File: config.mk
export PLATFORM = sky130hd
export DESIGN_NAME = subcells_iter
export DESIGN_NICKNAME = d
export VERILOG_FILES = /design/src/rtl/subcells_iter.sv
export SDC_FILE = /design/constraint.sdc
export NUM_CORES = 1
export LEC_CHECK = 0
export CAP_MARGIN = 30
export CORE_AREA = 2 2 149 151
export DETAILED_ROUTE_END_ITERATION = 7
export DIE_AREA = 0 0 151 153
export GPL_ROUTABILITY_DRIVEN = 0
export PLACE_DENSITY = 0.7
export SYNTH_ARGS = -nofsm -noshare
export SYNTH_HDL_FRONTEND = slang
export SYNTH_SLANG_ARGS = --single-unit
File: constraint.sdc
create_clock -name clk -period 5.5 [get_ports clk]
set_clock_uncertainty 0.15 [all_clocks]
set_input_delay 0.55 -clock clk [delete_from_list [all_inputs] [get_ports clk]]
set_output_delay 0.55 -clock clk [all_outputs]
set_load 0.05 [all_outputs]
File: src/rtl/subcells_iter.sv
// Iterative QARMAv2 S-box layer: LANES forward and LANES inverse cells are time-multiplexed
// over the state by rotating it through the low nibbles, WIDTH/(4*LANES) cycles per block.
module subcells_iter #(
  parameter int unsigned WIDTH = 128,
  parameter int unsigned LANES = 8
) (
  input  logic             clk,
  input  logic             rst,
  input  logic             in_valid,
  output logic             in_ready,
  input  logic [WIDTH-1:0] in_data,
  input  logic             in_inv,
  output logic             out_valid,
  input  logic             out_ready,
  output logic [WIDTH-1:0] out_data,
  output logic             busy
);

  localparam int unsigned NIB    = WIDTH / 4;
  localparam int unsigned CYCLES = (LANES == 0) ? 1 : NIB / LANES;
  localparam int unsigned CW     = (CYCLES > 1) ? $clog2(CYCLES) : 1;
  localparam int unsigned LW     = 4 * LANES;

  if ((WIDTH % 4) != 0 || LANES == 0 || LANES > NIB ||
      ((LANES == 0) ? 1 : (NIB % LANES)) != 0) begin : g_param_check
    $error("subcells_iter: WIDTH must be a multiple of 4 and LANES must divide WIDTH/4");
  end

  typedef enum logic [1:0] {StIdle, StRun, StDone} state_t;

  state_t          state_q;
  logic [CW-1:0]   cnt_q;
  logic [WIDTH-1:0] data_q;
  logic            mode_q;
  logic [LW-1:0]   lane_out;
  logic [WIDTH-1:0] data_rot;

  function automatic logic [3:0] sbox_fwd(input logic [3:0] x);
    logic [3:0] y;
    unique case (x)
      4'h0: y = 4'h4;  4'h1: y = 4'h7;  4'h2: y = 4'h9;  4'h3: y = 4'hb;
      4'h4: y = 4'hc;  4'h5: y = 4'h6;  4'h6: y = 4'he;  4'h7: y = 4'hf;
      4'h8: y = 4'h0;  4'h9: y = 4'h5;  4'ha: y = 4'h1;  4'hb: y = 4'hd;
      4'hc: y = 4'h8;  4'hd: y = 4'h3;  4'he: y = 4'h2;  4'hf: y = 4'ha;
      default: y = 4'h0;
    endcase
    return y;
  endfunction

  function automatic logic [3:0] sbox_inv(input logic [3:0] x);
    logic [3:0] y;
    unique case (x)
      4'h0: y = 4'h8;  4'h1: y = 4'ha;  4'h2: y = 4'he;  4'h3: y = 4'hd;
      4'h4: y = 4'h0;  4'h5: y = 4'h9;  4'h6: y = 4'h5;  4'h7: y = 4'h1;
      4'h8: y = 4'hc;  4'h9: y = 4'h2;  4'ha: y = 4'hf;  4'hb: y = 4'h3;
      4'hc: y = 4'h4;  4'hd: y = 4'hb;  4'he: y = 4'h6;  4'hf: y = 4'h7;
      default: y = 4'h0;
    endcase
    return y;
  endfunction

  for (genvar l = 0; l < LANES; l++) begin : g_lane
    assign lane_out[4*l +: 4] = mode_q ? sbox_inv(data_q[4*l +: 4]) : sbox_fwd(data_q[4*l +: 4]);
  end

  // Substituted nibbles re-enter at the top, so after CYCLES steps the order is restored.
  if (LANES == NIB) begin : g_full
    assign data_rot = lane_out;
  end else begin : g_part
    assign data_rot = {lane_out, data_q[WIDTH-1:LW]};
  end

  assign out_data = data_q;

  always_ff @(posedge clk or posedge rst) begin
    if (rst) begin
      state_q   <= StIdle;
      cnt_q     <= '0;
      data_q    <= '0;
      mode_q    <= 1'b0;
      in_ready  <= 1'b1;
      out_valid <= 1'b0;
      busy      <= 1'b0;
    end else begin
      unique case (state_q)
        StIdle: begin
          if (in_valid) begin
            data_q   <= in_data;
            mode_q   <= in_inv;
            cnt_q    <= '0;
            state_q  <= StRun;
            in_ready <= 1'b0;
            busy     <= 1'b1;
          end
        end
        StRun: begin
          data_q <= data_rot;
          if (cnt_q == CW'(CYCLES - 1)) begin
            cnt_q     <= '0;
            state_q   <= StDone;
            busy      <= 1'b0;
            out_valid <= 1'b1;
          end else begin
            cnt_q <= cnt_q + CW'(1);
          end
        end
        StDone: begin
          if (out_ready) begin
            state_q   <= StIdle;
            out_valid <= 1'b0;
            in_ready  <= 1'b1;
          end
        end
        default: begin
          state_q   <= StIdle;
          in_ready  <= 1'b1;
          out_valid <= 1'b0;
          busy      <= 1'b0;
        end
      endcase
    end
  end

endmodule
==> flow_summary.rst <==
.. list-table::
   :header-rows: 1

   * - Metric
     - Value
   * - Outcome
     - completed
   * - Antenna violations before repair
     - 0
   * - Die boundary height
     - 153 µm
   * - Initial Util
     - about two fifths
   * - Reg-to-reg startpoint
     - state_q[0]
   * - Share of post-route cells with drive strength above 1
     - under 10%
   * - Tcrit/Tclk final
     - a little under three fifths
   * - Endpoint type of the worst setup path
     - register
   * - Number of sinks driven by the clock tree
     - 136
   * - Dominant cell type by area after synthesis
     - sky130_fd_sc_hd__dfrtp_1
   * - Share of flip-flops with an asynchronous set or reset after synthesis
     - 100.0%
   * - Met1 routed wirelength after detailed routing
     - 10.58 mm
   * - Via total after detailed routing
     - 7,291
   * - Leading cell types by total area after synthesis
     - sky130_fd_sc_hd__dfrtp_1 (40%), sky130_fd_sc_hd__mux2i_1 (13%), sky130_fd_sc_hd__ha_1 (6.9%)
   * - Total routing usage reported by global routing
     - around a fifth
   * - Num CTS Buffers
     - 17
   * - Cells on worst reg2reg path
     - 4
   * - Top_reg_cell synth
     - sky130_fd_sc_hd__dfrtp_1
   * - Total of flip-flops plus latches after synthesis
     - between 100 and 150
   * - Cell count after synthesis
     - around 870
   * - Maximum level of the CTS H-tree
     - 4
   * - Fraction of the yosys area taken by sequential cells
     - 40.01%
   * - Top cell type's share of synthesized area
     - around 40%
   * - DRT Wirelength
     - roughly 24 mm
   * - TritonCTS clock tree
     - built
   * - Type of the worst setup path
     - register to register
   * - Standard cell with the maximum stage delay on the critical path
     - sky130_fd_sc_hd__dfrtp_1
   * - Residual DRC
     - 0
   * - Total number of placement rows
     - 54
   * - Most common cell after layout, fill and taps aside
     - sky130_fd_sc_hd__clkdlybuf4s50_1
   * - Global-route wire length before repair
     - 38.48 mm
   * - Register Area
     - about 3400 µm²
   * - Total Neg Setup Slack
     - 0 ns
   * - Clock latency reported for the late side of the worst-skew pair
     - 0.42 ns
   * - Resize count post-CTS
     - 0
   * - Aggregate global routing overflow
     - 0
   * - Register-to-register setup slack
     - approximately 2.5 ns
   * - Clock Pin Slew Worst Setup and Hold Paths
     - 0.06 ns
   * - Most used cells in the layout excluding fill and tap cells
     - sky130_fd_sc_hd__clkdlybuf4s50_1 (263), sky130_fd_sc_hd__dfrtp_1 (134), sky130_fd_sc_hd__nand2_1 (120)
   * - Filler Cell Count
     - 1,966
   * - Max FO, Critical Path
     - 39
   * - Overall power of the completed layout
     - roughly 0.009 W
   * - Post-CTS Setup Bufs
     - 0
   * - Count of buffers from port buffering
     - 263
   * - Tightest Pin Transition
     - a little over 1 ns
   * - Buffers from clock root to sink, at most
     - 2
   * - Estimated wirelength of the detail-placed design
     - about 17 mm
   * - Chip Width
     - around 150 µm
   * - Rel. slew slack
     - between 30% and 40%
   * - Data arrival time at the worst-slack endpoint
     - about 3.2 ns
   * - Setup repair after global routing missed its margin
     - no
   * - Leakage
     - 4.826 nW
   * - Synthesized Nets
     - approximately 1,100
   * - Post-layout min period
     - ~3 ns
   * - Maximum Capacitance Violations
     - 0
   * - Buffer type at the clock tree root
     - sky130_fd_sc_hd__clkbuf_16
   * - Area of combinational cells with multiple inputs
     - ~4500 µm²
   * - Vias in the first global route
     - ~7,200
   * - Worst min-delay path class
     - primary input to async pin
   * - Peak per-stage delay on the critical path
     - between 1 and 1.5 ns
   * - Routed wl met2
     - 11.04 mm
   * - Pin count of the biggest net entering global routing
     - 82
   * - Fin. max-slew vios
     - 0
   * - Number of hold violations in the final report
     - 0
   * - Core outline area
     - 21,490 µm²
   * - Number of warnings reported in the yosys synthesis log
     - 0
   * - Mean area per synthesized cell
     - 9.768 µm²
   * - Layout overhead on the synthesized area
     - 37.94%
   * - Drt pass-1 iters
     - 5
   * - Number of unique standard cell types used by synthesis
     - a little under 60
   * - Total I/O pin count
     - 264
   * - Final setup viols
     - 0
   * - Post-route ant nets
     - 0
   * - Startpoint type of the worst setup path
     - register
   * - Maximum operating frequency
     - roughly 0.33 GHz
   * - Worst endpoint required time
     - roughly 5.7 ns
   * - Uppermost routed layer
     - met4
   * - Worst reg2reg path endpoint
     - out_data[119]
   * - Floorplan die area
     - roughly 23,000 µm²
   * - Ant. Diodes
     - 0
   * - Nets@finish
     - 1,276
   * - Netlist area before placement
     - between 8000 and 9000 µm²
   * - Crit-path cells
     - nor2b_4, buf_4, o21ai_0, o221a_2
   * - Met3 Wirelength
     - approximately 1.5 mm
   * - Average detailed-routed wire length per instance
     - 17.10 µm
   * - Ratio of routed vias to standard cells
     - 5.249
   * - Pwr per Cell Area
     - between 700 and 800 nW/µm²
   * - Number of enable-type register cells in the synthesized netlist
     - 0
   * - Hold Buf Count CTS
     - 0
   * - Initial drt markers
     - a little over 500
   * - Largest vdd supply drop
     - 387.1 µV
==> metal layers <==
layer	GRT usage, %	up-vias
met5	0	-
met4	6.898	0
met3	5.612	39
met2	32.71	213
li1	-	3545
met1	28.29	3494
==> state kept, by name, indices dropped and copies added, names as in the netlist <==
register / cells
busy: 1
out_valid: 1
cnt_q: 2
in_ready: 1
out_data: 128
mode_q: 1
state_q: 2
==> final cells by class <==
cell class / count / area share, %
timing repair buffer: 274 / 23.58
inverter: 41 / 1.354
multi-input combinational: 626 / 38.30
clock inverter: 12 / 0.8635
clock buffer: 20 / 3.891
tap: 280 / 2.985
sequential: 136 / 29.02
==> synth_stat cells (all sizes together) (3+ instances only) <==
cell and number:
a211oi 10, a21o 3, a21oi 29, a221o 5, a221oi 9, a22oi 7, a2bb2oi 4, a31oi 4
buf 38, clkbuf 30, dfrtp 135, ha 47, inv 41, mux2 5, mux2i 109, mux4 10
nand2 120, nand2b 4, nand3 3, nor2 31, nor2b 19, nor3b 8, o211ai 7, o21ai 118
o221ai 5, o22a 12, o22ai 16, o31a 3, o31ai 3, o32a 3, or2 3, xnor2 4
xor2 5
==> worst max-delay path by stage <==
| stage | endpoint | slack, ns | cells after the start | from |
|---|---|---|---|---|
| floorplan | busy | 1.16 | 1 | rst |
| global placement | out_data[101] | 2.26 | 6 | in_valid |
| detailed placement | out_data[112] | 2.43 | 7 | in_valid |
| CTS | out_data[119] | 2.42 | 4 | state_q[0] |
| global route | out_data[119] | 2.23 | 4 | state_q[0] |
| finish | out_data[119] | 2.46 | 4 | state_q[0] |
==> power by group <==
part	internal (W)	switching [W]	total (W)	leakage, nW
clock	0.000643	0.000457	0.00110	0.276
sequential	0.00152	0.000731	0.00225	1.65
combinational	0.00214	0.00337	0.00551	2.90
==> worst max-delay path, delay by kind of cell, from the launching register on <==
family                 cells  cell delay, ns
buffers and inverters      1            0.47
AOI/OAI and AO/OA          2            0.41
DFF                        1            1.01
and+or+nand+nor            1            0.86
==> metrics by stage <==
step           setup WS, ns  area [µm²]  hold slack, ns  utilization (%)  cells
6_report              2.461       11740          0.2965            54.62   1389
5_1_grt               2.229       11740          0.3039            54.62   1389
4_1_cts               2.417       11740          0.2922            54.62   1389
3_5_place_dp          2.426       11180          0.3373            52.03   1357
3_3_place_gp          2.255       11120          0.3326            51.77   1355
2_1_floorplan         1.162        8508          0.3130                -    871
==> cells by family (layout without fill, tap and decap cells) <==
kind of cell | after synthesis | in the layout | synth area share (%)
compound gates | 248 | 248 | 18.21
xor+xnor | 9 | 9 | 0.9264
fa+ha+maj | 47 | 47 | 6.912
buf+inv | 109 | 347 | 7.206
flops | 136 | 136 | 40.01
mux | 124 | 124 | 16.13
simple gates | 198 | 198 | 10.60
Power figures use the tool's default switching activity.
